===== src/rtl/rvj1_dec_buf.sv =====
`default_nettype none
// ============================================================================
// Module   : rvj1_dec_buf
// Purpose  : RV32 subset decoder feeding a DEPTH-entry decoded-op queue.
//            Optional macro RVJ1_DEC_ILLEGAL_EN reports illegal encodings.
// Revision : 1.0 - initial release
// ============================================================================

package rvj1_dec_pkg;
    typedef enum logic [3:0] {
        ALU_OP_ADD  = 4'd0,
        ALU_OP_SUB  = 4'd1,
        ALU_OP_SLL  = 4'd2,
        ALU_OP_SLT  = 4'd3,
        ALU_OP_SLTU = 4'd4,
        ALU_OP_XOR  = 4'd5,
        ALU_OP_SRL  = 4'd6,
        ALU_OP_SRA  = 4'd7,
        ALU_OP_OR   = 4'd8,
        ALU_OP_AND  = 4'd9
    } alu_op_e;

    typedef enum logic [3:0] {
        LSU_NO_CMD = 4'd0,
        LSU_LB     = 4'd1,
        LSU_LH     = 4'd2,
        LSU_LW     = 4'd3,
        LSU_LBU    = 4'd4,
        LSU_LHU    = 4'd5,
        LSU_SB     = 4'd6,
        LSU_SH     = 4'd7,
        LSU_SW     = 4'd8
    } lsu_ctrl_e;
endpackage

module rvj1_dec_buf
    import rvj1_dec_pkg::*;
#(
    parameter int XLEN  = 32,
    parameter int RALEN = 5,
    parameter int DEPTH = 2
) (
    input  logic             clk_i,
    input  logic             rst_i,
    input  logic [XLEN-1:0]  ifu_instr_i,
    input  logic [XLEN-1:0]  ifu_pc_i,
    input  logic             ifu_valid_i,
    output logic             ifu_ready_o,
    input  logic             flush_i,
    output logic             dec_valid_o,
    input  logic             dec_ready_i,
    output logic [RALEN-1:0] rf_addr_a_o,
    output logic [RALEN-1:0] rf_addr_b_o,
    output logic [RALEN-1:0] alu_regdest_o,
    output logic [RALEN-1:0] lsu_regdest_o,
    output alu_op_e          alu_sel_o,
    output logic             rpa_or_pc_o,
    output logic             rpb_or_imm_o,
    output logic             alu_write_rf_o,
    output logic             lsu_ctrl_valid_o,
    output lsu_ctrl_e        lsu_ctrl_o,
    output logic [XLEN-1:0]  immediate_o,
    output logic [XLEN-1:0]  pc_o,
    output logic             illegal_o
);

    localparam int                 c_PTR_W     = $clog2(DEPTH);
    localparam int                 c_CNT_W     = c_PTR_W + 1;
    localparam logic [c_CNT_W-1:0] c_DEPTH     = c_CNT_W'(DEPTH);
    localparam logic [6:0]         c_OPC_OPIMM = 7'b0010011;
    localparam logic [6:0]         c_OPC_OP    = 7'b0110011;
    localparam logic [6:0]         c_OPC_LUI   = 7'b0110111;
    localparam logic [6:0]         c_OPC_AUIPC = 7'b0010111;
    localparam logic [6:0]         c_OPC_LOAD  = 7'b0000011;
    localparam logic [6:0]         c_OPC_STORE = 7'b0100011;

    typedef struct packed {
        logic [RALEN-1:0] rf_addr_a;
        logic [RALEN-1:0] rf_addr_b;
        logic [RALEN-1:0] alu_regdest;
        logic [RALEN-1:0] lsu_regdest;
        alu_op_e          alu_sel;
        logic             rpa_or_pc;
        logic             rpb_or_imm;
        logic             alu_write_rf;
        logic             lsu_ctrl_valid;
        lsu_ctrl_e        lsu_ctrl;
        logic [XLEN-1:0]  immediate;
        logic [XLEN-1:0]  pc;
        logic             illegal;
    } entry_t;

    logic [6:0]       w_opcode;
    logic [2:0]       w_funct3;
    logic [6:0]       w_funct7;
    logic [RALEN-1:0] w_rd;
    logic [RALEN-1:0] w_rs1;
    logic [RALEN-1:0] w_rs2;
    logic [XLEN-1:0]  w_imm_i;
    logic [XLEN-1:0]  w_imm_s;
    logic [XLEN-1:0]  w_imm_u;
    logic [XLEN-1:0]  w_imm_sh;
    logic             w_bad;
    entry_t           w_dec;
    entry_t           w_head;
    logic             w_push;
    logic             w_pop;

    entry_t             r_mem [DEPTH];
    logic [c_PTR_W-1:0] r_wr_ptr;
    logic [c_PTR_W-1:0] r_rd_ptr;
    logic [c_CNT_W-1:0] r_count;

    assign w_opcode = ifu_instr_i[6:0];
    assign w_funct3 = ifu_instr_i[14:12];
    assign w_funct7 = ifu_instr_i[31:25];
    assign w_rd     = RALEN'(ifu_instr_i[11:7]);
    assign w_rs1    = RALEN'(ifu_instr_i[19:15]);
    assign w_rs2    = RALEN'(ifu_instr_i[24:20]);
    assign w_imm_i  = XLEN'($signed(ifu_instr_i[31:20]));
    assign w_imm_s  = XLEN'($signed({ifu_instr_i[31:25], ifu_instr_i[11:7]}));
    assign w_imm_u  = XLEN'($signed({ifu_instr_i[31:12], 12'b0}));
    assign w_imm_sh = XLEN'(ifu_instr_i[24:20]);

    // funct3 -> base ALU op shared by OP and OPIMM; funct7 variants patched by caller
    function automatic alu_op_e f3_to_alu(input logic [2:0] f3);
        case (f3)
            3'b000:  return ALU_OP_ADD;
            3'b001:  return ALU_OP_SLL;
            3'b010:  return ALU_OP_SLT;
            3'b011:  return ALU_OP_SLTU;
            3'b100:  return ALU_OP_XOR;
            3'b101:  return ALU_OP_SRL;
            3'b110:  return ALU_OP_OR;
            default: return ALU_OP_AND;
        endcase
    endfunction

    always_comb begin
        w_dec = '0;
        w_bad = 1'b0;
        case (w_opcode)
            c_OPC_OPIMM: begin
                w_dec.rf_addr_a    = w_rs1;
                w_dec.rpb_or_imm   = 1'b1;
                w_dec.alu_regdest  = w_rd;
                w_dec.alu_write_rf = 1'b1;
                w_dec.alu_sel      = f3_to_alu(w_funct3);
                w_dec.immediate    = w_imm_i;
                if (w_funct3 == 3'b001 || w_funct3 == 3'b101) begin
                    w_dec.immediate = w_imm_sh;
                    if (w_funct3 == 3'b101 && w_funct7 == 7'h20) begin
                        w_dec.alu_sel = ALU_OP_SRA;
                    end else if (w_funct7 != 7'h00) begin
                        w_bad = 1'b1;
                    end
                end
            end
            c_OPC_OP: begin
                w_dec.rf_addr_a    = w_rs1;
                w_dec.rf_addr_b    = w_rs2;
                w_dec.alu_regdest  = w_rd;
                w_dec.alu_write_rf = 1'b1;
                w_dec.alu_sel      = f3_to_alu(w_funct3);
                if (w_funct7 == 7'h20 && w_funct3 == 3'b000) begin
                    w_dec.alu_sel = ALU_OP_SUB;
                end else if (w_funct7 == 7'h20 && w_funct3 == 3'b101) begin
                    w_dec.alu_sel = ALU_OP_SRA;
                end else if (w_funct7 != 7'h00) begin
                    w_bad = 1'b1;
                end
            end
            c_OPC_LUI, c_OPC_AUIPC: begin
                w_dec.rpa_or_pc    = (w_opcode == c_OPC_AUIPC);
                w_dec.rpb_or_imm   = 1'b1;
                w_dec.alu_regdest  = w_rd;
                w_dec.alu_write_rf = 1'b1;
                w_dec.immediate    = w_imm_u;
            end
            c_OPC_LOAD: begin
                w_dec.rf_addr_a      = w_rs1;
                w_dec.rpb_or_imm     = 1'b1;
                w_dec.immediate      = w_imm_i;
                w_dec.lsu_ctrl_valid = 1'b1;
                w_dec.lsu_regdest    = w_rd;
                case (w_funct3)
                    3'b000:  w_dec.lsu_ctrl = LSU_LB;
                    3'b001:  w_dec.lsu_ctrl = LSU_LH;
                    3'b010:  w_dec.lsu_ctrl = LSU_LW;
                    3'b100:  w_dec.lsu_ctrl = LSU_LBU;
                    3'b101:  w_dec.lsu_ctrl = LSU_LHU;
                    default: w_bad = 1'b1;
                endcase
            end
            c_OPC_STORE: begin
                w_dec.rf_addr_a      = w_rs1;
                w_dec.rf_addr_b      = w_rs2;
                w_dec.rpb_or_imm     = 1'b1;
                w_dec.immediate      = w_imm_s;
                w_dec.lsu_ctrl_valid = 1'b1;
                case (w_funct3)
                    3'b000:  w_dec.lsu_ctrl = LSU_SB;
                    3'b001:  w_dec.lsu_ctrl = LSU_SH;
                    3'b010:  w_dec.lsu_ctrl = LSU_SW;
                    default: w_bad = 1'b1;
                endcase
            end
            default: w_bad = 1'b1;
        endcase
        // Any unsupported encoding degrades to a NOP that still carries its PC
        if (w_bad) begin
            w_dec = '0;
        end
`ifdef RVJ1_DEC_ILLEGAL_EN
        w_dec.illegal = w_bad;
`endif
        w_dec.pc = ifu_pc_i;
    end

    assign ifu_ready_o = (r_count != c_DEPTH);
    assign dec_valid_o = (r_count != '0);
    assign w_push      = ifu_valid_i && ifu_ready_o && !flush_i;
    assign w_pop       = dec_valid_o && dec_ready_i && !flush_i;

    always_ff @(posedge clk_i) begin
        if (rst_i || flush_i) begin
            r_wr_ptr <= '0;
            r_rd_ptr <= '0;
            r_count  <= '0;
        end else begin
            if (w_push) begin
                r_wr_ptr <= r_wr_ptr + 1'b1;
            end
            if (w_pop) begin
                r_rd_ptr <= r_rd_ptr + 1'b1;
            end
            if (w_push && !w_pop) begin
                r_count <= r_count + 1'b1;
            end else if (!w_push && w_pop) begin
                r_count <= r_count - 1'b1;
            end
        end
    end

    always_ff @(posedge clk_i) begin
        if (w_push) begin
            r_mem[r_wr_ptr] <= w_dec;
        end
    end

    assign w_head = dec_valid_o ? r_mem[r_rd_ptr] : '0;

    assign rf_addr_a_o      = w_head.rf_addr_a;
    assign rf_addr_b_o      = w_head.rf_addr_b;
    assign alu_regdest_o    = w_head.alu_regdest;
    assign lsu_regdest_o    = w_head.lsu_regdest;
    assign alu_sel_o        = w_head.alu_sel;
    assign rpa_or_pc_o      = w_head.rpa_or_pc;
    assign rpb_or_imm_o     = w_head.rpb_or_imm;
    assign alu_write_rf_o   = w_head.alu_write_rf;
    assign lsu_ctrl_valid_o = w_head.lsu_ctrl_valid;
    assign lsu_ctrl_o       = w_head.lsu_ctrl;
    assign immediate_o      = w_head.immediate;
    assign pc_o             = w_head.pc;
    assign illegal_o        = w_head.illegal;

endmodule

`default_nettype wire

===== config.mk =====
export PLATFORM = sky130hd
export DESIGN_NAME = rvj1_dec_buf
export DESIGN_NICKNAME = d
export VERILOG_FILES = /design/src/rtl/rvj1_dec_buf.sv
export SDC_FILE = /design/constraint.sdc
export NUM_CORES = 1
export LEC_CHECK = 0
export CORE_ASPECT_RATIO = 0.75
export CORE_MARGIN = 4
export CORE_UTILIZATION = 30
export DETAILED_ROUTE_END_ITERATION = 8
export SKIP_CTS_REPAIR_TIMING = 1
export SYNTH_ARGS = -nofsm -noshare
export SYNTH_HDL_FRONTEND = slang
export SYNTH_SLANG_ARGS = --single-unit

===== constraint.sdc =====
create_clock -name clk_i -period 10.1 [get_ports clk_i]
set_input_delay 2.02 -clock clk_i [delete_from_list [all_inputs] [get_ports clk_i]]
set_output_delay 2.02 -clock clk_i [all_outputs]
set_load 0.005 [all_outputs]

* Word-level counts from Yosys, hierarchy flattened *
Memories as Yosys holds them, arrays and structs flattened. A register that Yosys moved wholly into a read port is not among the register bits.
Cells that the tools add are included.

cells by class
  eq/ne operators = 14
  reductions and logical operators = 24
  muxes and demuxes = 32
  add/sub/neg operators = 4

operator list
  kind                  number
  $mux W97              2
  $pmux W32 S4          1
  $mux W32              1
  $eq A7 B6 Y1 const B  4
  $pmux W4 S7           1
  $mux W5               4
  $pmux W3 S5           1
  $eq A7 B5 Y1 const B  2
  $mux W1               13
  $mux W4               3
  $pmux W4 S3           1
  $pmux W5 S2           1
  $reduce_or A5 Y1      2
  $eq A3 B3 Y1 const B  3
  $logic_and A1 B1 Y1   8
  $pmux W4 S2           1
  $reduce_or A4 Y1      2
  $eq A7 B2 Y1 const B  1
  $reduce_bool A7 Y1    1
  $eq A3 B2 Y1 const B  2
  $pmux W1 S5           1
  $mux W2               2
  $reduce_bool A2 Y1    2
  $reduce_or A2 Y1      2
  9 further kinds       13

storage, ports and cells
  input port bits = 69
  bits in registers = 4
  memory bits (writable) = 194
  memories kept = 1

memories
  name   words  width  read ports  clocked after memory_dff  wr ports  line  source
  r_mem  2      97     1           1                         1         109   entry_t r_mem [DEPTH];

* Logic depth before layout (Yosys ltp) *
Gate-level depths: netlist of run 1.

  word-level depth = 7
  gate-level depth with buffers = 9
  gate-level depth less buffers = 9

* Worst setup path after synthesis of run 1 *
No wires, ideal clock.

  path type = input -> register
  start = input port flush_i
  end = memory r_mem[0][10] (netlist name), enable pin
  library setup time = 0.563 ns
  setup slack = 3.003 ns
  cell stages on the path = 2
  arrival = 6.534 ns
  path through = and3b_1 nor2b_1

on the way
  word-level cells in the longest chain between the ends = 4

RTL lines
  what                           line  source
  start, declared                49    input logic flush_i,
  $logic_not A1 Y1               222   assign w_push = ifu_valid_i && ifu_ready_o && !flush_i;
  $logic_and A1 B1 Y1            222
  $mux W1                        246   if (w_push) begin
  $mux W1 (implied by the code)  247   r_mem[r_wr_ptr] <= w_dec;
  end, declared                  109

Every way passes these cells.

==> results of run 1 <==
-- placed cells by master (no fill, tap or decap), types with 6 or more instances in the layout --
cell type        count
clkbuf_16           17
clkdlybuf4s50_1    166
nor2_1             112
and2_2               6
o21ai_0              7
nand2_1             29
a21oi_1             27
edfxtp_1           192
nor2b_1              8
nor3_1              10
inv_6                7
and2_1              15
mux2i_1             97
and3_1               6
-- state kept, by name, indices dropped and copies added, names as in the netlist, named ones only --
signal,count
r_mem,192
r_count,2
r_rd_ptr,1
r_wr_ptr,1
-- routing by layer --
layer	track usage [%]	routed length, µm	share of wire (%)	vias to the layer above
met1	17.4	9250	47	2555
met2	19.6	9280	47	164
met5	0	13	0.066	-
met4	3.22	144	0.73	2
li1	-	-	-	2486
met3	3.28	1110	5.6	13
-- worst paths after layout --
kind                                 start              end  slack (ns)  cells after the start
worst min-delay path              r_rd_ptr         r_rd_ptr        0.59                      2
worst max-delay path             flip-flop  immediate_o[29]        4.91                      4
worst min register to register    r_rd_ptr         r_rd_ptr        0.59                      2
worst max register to register  r_count[0]     r_mem[0][65]        7.16                      4
-- cell type report --
class                           instances  area, µm²
Tap cell                              351        439
Inverter                                3       11.3
Timing Repair Buffer                  170       1690
Clock buffer                           17        425
Clock inverter                         15        145
Sequential cell                       197       5870
Fill cell                            2590      16400
Multi-Input combinational cell        364       2390
-- tightest hold or removal path, cell delays in order (launching register included) --
cell and delay [ns]:
dfxtp_1 0.32, xor2_1 0.08, nor3_1 0.14
-- metrics by stage --
stage | cell area (µm²) | worst slack (ns) | utilization (%) | instances | power [W]
finish | 11000 | 4.91 | 40.1 | 1117 | 0.00172
global placement | 10400 | 5.09 | 38.0 | 1085 | 0.00108
floorplan | 8410 | 3.00 | - | 600 | 0.000999
global route | 11000 | 4.69 | 40.1 | 1117 | 0.00179
CTS | 11000 | 4.85 | 40.1 | 1117 | 0.00174
detailed placement | 10400 | 4.96 | 38.0 | 1085 | 0.00108
-- cells by family after synthesis --
kind of cell / count (synthesis)
XOR/XNOR: 7
adder cells (fa/ha/maj): 1
flip-flops: 197
buffers and inverters: 39
AO/OA/AOI/OAI: 44
other: 1
multiplexers: 97
AND/OR/NAND/NOR: 214
-- power by group --
group          switching, W  total, W  leakage (nW)  internal [W]
Sequential       0.00000639  0.000918          1.75      0.000912
Combinational     0.0000713  0.000142          1.28     0.0000705
Clock              0.000310  0.000657         0.279      0.000347
==> metrics, run 1 <==
Crit Path Class reg2out; Via Count between 5k and 6k; initial antenna violation count 1; Final Skew roughly 0.0068 ns; Slew Limit Headroom 32.2%; Overflow after GRT 0; yosys warns 0; worst path bufs/invs 2; clk root buf clkbuf_16; total CTS buffers 17; setup_tns 0 ns; Pre-antenna DRT Iters 5; Synthesized Nets 670; Worst Tran Pin Value 1.02 ns; worst-skew pair later-pin latency 0.43 ns; Hold Violations, Final 0; Req. time, crit path just over 8 ns; Area growth syn-to-layout 30.4%; hpwl dp 13,100 µm; Slew Limit Fails 0; Simple-Gate Fraction of Synth Area between 10% and 20%; layout cells sized above 1 between 7 and 8%; chip width just over 200 µm; cell count after synthesis 600; unrepaired setup endpoints after global routing no; Vias/cell 4.67; Startpoint Class flip-flop; most common flop cell mapped by yosys edfxtp_1; f_max a little under 200 MHz; Synth top cells by count edfxtp_1 (192), nor2_1 (113), mux2i_1 (97); Arr. time, crit path about 3.2 ns; Leak Pwr 3.31 nW; PwrDens between 150 and 200 nW/µm²; Cell Chain, Critical Path buf_4 > mux2i_1 > nor2_1 > clkdlybuf4s50_1; fin nets 823; most common cell in the netlist edfxtp_1; Async SR Flop Fraction 0%; top-area cell type share of the netlist area 68.5%; max cap viols 0; Total GRT Usage 12.5%; Synth Register Bits 197; Routability Congestion 0.793; adder-cell share of the synthesized area 0.149%; H-tree lvl count 4; Reg clk slew, reported paths 0.07 ns; Routed WL between 15,000 and 20,000 µm; Setup Viol. Count Final 0; # port buffers ~170; Syn Std Cell Area 8410 µm²; vias in the first global route 5,112; CP max stage delay 0.86 ns; critical path fanouts, max 56; Clock Sinks 197; outcome finished, final reports clean; worst hold path class reg2reg; Compound-Gate Fraction of Synth Area 3.41%; DRT antenna net count 0; crit-path leading delay family buffers and inverters; Post-synth EDFFs 192; Mean Syn Cell Area 14.0 µm²; Synth area leader edfxtp_1; Area contributors post-synth edfxtp_1 (69%), mux2i_1 (12%), nor2_1 (5.0%); Initial Utilization 30.8%; DRT iter0 DRCs 253; slowest stage cell, crit path buf_4; Final Cycle Share 51.3%; multiplexer area fraction after synthesis 11.5%; Hold WS approximately 0.6 ns; first-pass GRT wire length 29,800 µm; largest net degree at the start of global routing 79; CTS tree done; Tmin final 5.19 ns; library cells used by synthesis a little under 50; core box area 27,300 µm²; largest family of logic cells by synthesized area simple AND/OR/NAND/NOR gates; DR WL/cell 17.7 µm; diode count 0; Max VDD drop between 0.0001 and 0.00015 V; Synth Area in XOR/XNOR 0.729%; Die Footprint 30,800 µm²; row cnt 52; Die Ht 153 µm; io pins 168; DRC errors left 0; Seq/Total Area, Yosys ~70%; crit end category output port; Clock Path Buffers 2
Power figures use the tool's default switching activity.
==> run 2, diff against run 1 <==
==> constraint.sdc (replaced) <==
create_clock -name clk_i -period 5.3 [get_ports clk_i]
set_input_delay 1.06 -clock clk_i [delete_from_list [all_inputs] [get_ports clk_i]]
set_output_delay 1.06 -clock clk_i [all_outputs]
set_load 0.005 [all_outputs]
==> metrics, run 2 (synthesized netlist as in run 1, its figures left out) <==
Die Footprint 30,800 µm² (unchanged); max cap viols 0 (unchanged); crit end category output port (unchanged); core box area 27,300 µm² (unchanged); Leak Pwr 3.36 nW (was 3.31 nW); Routed WL 20,300 µm (was 19,800 µm); sequential share of power 52.6% (was 53.5%); DRT antenna net count 0 (unchanged); Req. time, crit path 4.24 ns (was 8.08 ns); unrepaired setup endpoints after global routing no (unchanged); Crit Path Class reg2out (unchanged); internal power 0.00255 W (was 0.00133 W); Detail Route met2 WL 9200 µm (was 9280 µm); largest registers r_mem (192), r_count (2) (unchanged); CTS tree done (unchanged); layout cells sized above 1 8.93% (was 7.96%); DR WL/cell 18.1 µm (was 17.7 µm); Final Cycle Share 69.8%; DRT iter0 DRCs 301 (was 253); wire length on met3 1320 µm (was 1110 µm); first-pass GRT wire length 31,600 µm (was 29,800 µm); Cell Chain, Critical Path buf_4 > mux2i_1 > nor2_1 > clkdlybuf4s50_1 (unchanged); Reg clk slew, reported paths 0.07 ns (about the same); Initial Utilization 30.8% (unchanged); worst hold path class reg2reg (unchanged); critical path fanouts, max 41 (was 56); # port buffers 166 (unchanged); vias in the first global route 5,232 (was 5,112); Setup Viol. Count Final 0 (unchanged); Slew Limit Headroom 33.7% (was 32.2%); PwrDens 300 nW/µm² (was 157 nW/µm²); worst-skew pair later-pin latency 0.44 ns (was 0.43 ns); Die Ht 153 µm (unchanged); Overflow after GRT 0 (unchanged); Arr. time, crit path 2.64 ns (was 3.17 ns); Post-Route Utilization 40.5% (was 40.1%); chip width 201 µm (unchanged); Psw 0.000775 W (was 0.000388 W); H-tree lvl count 4 (unchanged); setup_tns 0 ns (unchanged); f_max between 200 and 300 MHz; Comb power frac 8.3% (about the same); Largest Register r_mem (unchanged); Top Metal Used met4 (was met5); fin nets 830 (was 823); Worst Tran Pin Value 0.991 ns (was 1.02 ns); Clk pwr share 39.1% (was 38.3%); Hold Violations, Final 0 (unchanged); Tmin final 3.70 ns; Startpoint Class flip-flop (unchanged); Clock Path Buffers 2 (unchanged); initial antenna violation count 0 (was 1); Max VDD drop 0.000227 V (was 0.000123 V); Area growth syn-to-layout 31.5% (was 30.4%); Vias/cell 4.70 (was 4.67); Routability Congestion 0.801 (was 0.793); most frequent cells in the layout edfxtp_1 (192), clkdlybuf4s50_1 (166), nor2_1 (112) (unchanged); max FFs per register 192 (unchanged); Clock Sinks 197 (unchanged); Slew Limit Fails 0 (unchanged); Via Count 5,280 (was 5,220); hpwl dp 13,800 µm (was 13,100 µm); Total GRT Usage 13.2% (was 12.5%); row cnt 52 (unchanged); most common cell after layout, fill and taps aside edfxtp_1 (unchanged); clk root buf clkbuf_16 (unchanged); Final Skew 0.0110 ns (was 0.00683 ns); wl on met1 9660 µm (was 9250 µm); outcome finished, final reports clean (unchanged); Pre-antenna DRT Iters 5 (unchanged); io pins 168 (unchanged); total CTS buffers 17 (unchanged); CP max stage delay 0.85 ns (was 0.86 ns); sw frac 23.3% (was 22.6%); DRC errors left 0 (unchanged); diode count 0 (unchanged); slowest stage cell, crit path dfxtp_4 (was buf_4); largest net degree at the start of global routing 70 (was 79)
-- run 2: metal layers --
metal  up-vias  GRT usage, %
met5         -             0
met4         0          2.67
met2       152          19.9
met3        12          4.13
met1      2614          18.9
li1       2502             -
-- run 2: area by class of cell --
type                            count  area (µm²)
Fill cell                        2599       16300
Sequential cell                   197        5870
Multi-Input combinational cell    364        2390
Timing Repair Buffer              177        1770
Tap cell                          351         439
Clock buffer                       17         425
Clock inverter                     15         161
Inverter                            3        11.3
-- run 2: path summary, 6_finish.rpt --
check / startpoint / to / slack (ns) / cells after the start
min reg2reg: r_rd_ptr / flip-flop / 0.55 / 2
max: flip-flop / rf_addr_b_o[4] / 1.60 / 4
min: r_rd_ptr / flip-flop / 0.55 / 2
max reg2reg: r_count[1] / r_count[1] / 3.10 / 8
-- run 2: per-stage QoR --
stage	area [µm²]	std cells	setup WS, ns	power (W)	hold WS, ns
finish	11100	1124	1.60	0.00332	0.551
global route	11100	1124	1.38	0.00346	0.632
CTS	11100	1124	1.52	0.00336	0.553
detailed placement	10500	1092	1.40	0.00206	0.539
global placement	10500	1092	1.47	0.00206	0.536
floorplan	8420	600	0.999	0.00190	0.520
-- run 2: worst max-delay path, delay by kind of cell (launching register included) --
family | cells | cell delay, ns
flops | 1 | 0.85
mux | 1 | 0.30
buf+inv | 2 | 0.94
simple gates | 1 | 0.07
-- run 2: power groups by stage --
stage / Sequential (W) / Clock (W) / Combinational, W
final: 0.00175 / 0.00130 / 0.000276
after global routing: 0.00175 / 0.00140 / 0.000303
after CTS: 0.00175 / 0.00133 / 0.000282
after detailed placement: 0.00178 / 0 / 0.000280
after global placement: 0.00178 / 0 / 0.000278
after floorplan: 0.00178 / 0 / 0.000119
==> run 3, diff against run 2 <==
==> constraint.sdc (replaced) <==
create_clock -name clk_i -period 3.08 [get_ports clk_i]
set_input_delay 0.616 -clock clk_i [delete_from_list [all_inputs] [get_ports clk_i]]
set_output_delay 0.616 -clock clk_i [all_outputs]
set_load 0.005 [all_outputs]
==> metrics, run 3 (synthesized netlist as in run 1, its figures left out) <==
vias in the first global route 5,251 (was 5,232); Setup Viol. Count Final 0 (unchanged); worst hold path class reg2reg (unchanged); PwrDens 512 nW/µm² (was 300 nW/µm²); most frequent cells in the layout edfxtp_1 (192), clkdlybuf4s50_1 (166), nor2_1 (112) (unchanged); Slew Limit Headroom 63.5% (was 33.7%); post-route cell area 11,300 µm² (was 11,100 µm²); Max VDD drop 0.000378 V (was 0.000227 V); outcome finished, final reports clean (unchanged); Routed WL 20,500 µm (was 20,300 µm); DRT antenna net count 0 (unchanged); Via Count 5,277 (was 5,280); Crit Path Class reg2out (unchanged); slowest stage cell, crit path clkdlybuf4s50_1 (was dfxtp_4); chip width 201 µm (unchanged); first-pass GRT wire length 31,100 µm (was 31,600 µm); Die Ht 153 µm (unchanged); # port buffers 166 (unchanged); hpwl dp 14,300 µm (was 13,800 µm); total CTS buffers 17 (unchanged); CP max stage delay 0.46 ns (was 0.85 ns); Tmin final 2.77 ns; most common cell after layout, fill and taps aside edfxtp_1 (unchanged); layout cells sized above 1 11.2% (was 8.93%); Slew Limit Fails 0 (unchanged); Area growth syn-to-layout 34.4% (was 31.5%); Arr. time, crit path 2.15 ns (was 2.64 ns); fin nets 850 (was 830); DRT iter0 DRCs 271 (was 301); diode count 0 (unchanged); Req. time, crit path 2.46 ns (was 4.24 ns); fill cell total of the finished layout 2,574 (was 2,599); CTS tree done (unchanged); Clock Path Buffers 2 (unchanged); Reg clk slew, reported paths 0.07 ns (about the same); crit-path leading delay family buffers and inverters (unchanged); f_max 362 MHz; Final Cycle Share around 90%; Hold Violations, Final 0 (unchanged); max FFs per register 192 (unchanged); largest registers r_mem (192), r_count (2) (unchanged); Startpoint Class flip-flop (unchanged); worst-skew pair later-pin latency 0.44 ns (about the same); largest net degree at the start of global routing 57 (was 70); DRC errors left 0 (unchanged); Pre-antenna DRT Iters 5 (unchanged); Total GRT Usage 13.2% (about the same); unrepaired setup endpoints after global routing no (unchanged); core box area 27,300 µm² (unchanged); Worst Tran Pin Value 0.542 ns (was 0.991 ns); Vias/cell 4.61 (was 4.70); initial antenna violation count 0 (unchanged); Routability Congestion 0.804 (was 0.801); Largest Register r_mem (unchanged); H-tree lvl count 4 (unchanged); placed cell areas 10,700 µm² (was 10,500 µm²); Hold WS 0.570 ns (was 0.551 ns); Die Footprint 30,800 µm² (unchanged); Initial Utilization 30.8% (unchanged); Clock Sinks 197 (unchanged); crit end category output port (unchanged); max cap viols 0 (unchanged); row cnt 52 (unchanged); Final Skew 0.0136 ns (was 0.0110 ns); critical path fanouts, max 24 (was 41); Cell Chain, Critical Path nor2_4 > buf_4 > nor2_1 > clkdlybuf4s50_1 (was buf_4 > mux2i_1 > nor2_1 > clkdlybuf4s50_1); io pins 168 (unchanged); Overflow after GRT 0 (unchanged); worst path bufs/invs 2 (unchanged); clk root buf clkbuf_16 (unchanged); DR WL/cell 17.9 µm (was 18.1 µm); Leak Pwr 3.49 nW (was 3.36 nW)
## run 3: through the flow
step	setup TNS, ns	worst slack, ns	cells	util (%)	power [W]
floorplan	0	0.278	600	-	0.00327
global placement	0	0.0399	1112	39.2	0.00357
detailed placement	-0.352	-0.0443	1112	39.2	0.00358
CTS	0	0.240	1144	41.4	0.00588
global route	0	0.154	1144	41.4	0.00603
finish	0	0.315	1144	41.4	0.00579
## run 3: routing by layer
| metal | global-route usage (%) | up-vias | share of wire [%] |
|---|---|---|---|
| met2 | 19.9 | 159 | 44 |
| met4 | 2.73 | 0 | 0.62 |
| met5 | 0 | - | 0 |
| li1 | - | 2538 | - |
| met1 | 18.8 | 2569 | 48 |
| met3 | 4.02 | 11 | 6.8 |
## run 3: tightest hold or removal path, stage by stage (launching register included)
cell and delay (ns):
dfxtp_1 0.33, xor2_1 0.08, nor3_1 0.12
## run 3: final timing paths
| check | from | endpoint | slack (ns) | depth (start not counted) |
|---|---|---|---|---|
| max | r_count[1] | immediate_o[26] | 0.31 | 4 |
| min reg2reg | r_rd_ptr | r_rd_ptr | 0.57 | 2 |
| max reg2reg | r_count[1] | r_count[1] | 1.12 | 10 |
| min | r_rd_ptr | r_rd_ptr | 0.57 | 2 |
## run 3: area by class of cell
class,instances,area [µm²],share of cell area (%)
clock buffer,17,425,3.76
clock inverter,15,180,1.59
inverter,3,11.3,0.0996
multi-input combinational,364,2390,21.1
sequential,197,5870,51.9
tap,351,439,3.88
timing repair buffer,197,1990,17.6
## run 3: report_power, final
part | switching (W) | internal (W)
registers | 0.0000158 | 0.00299
clock network | 0.00111 | 0.00117
logic | 0.000248 | 0.000258
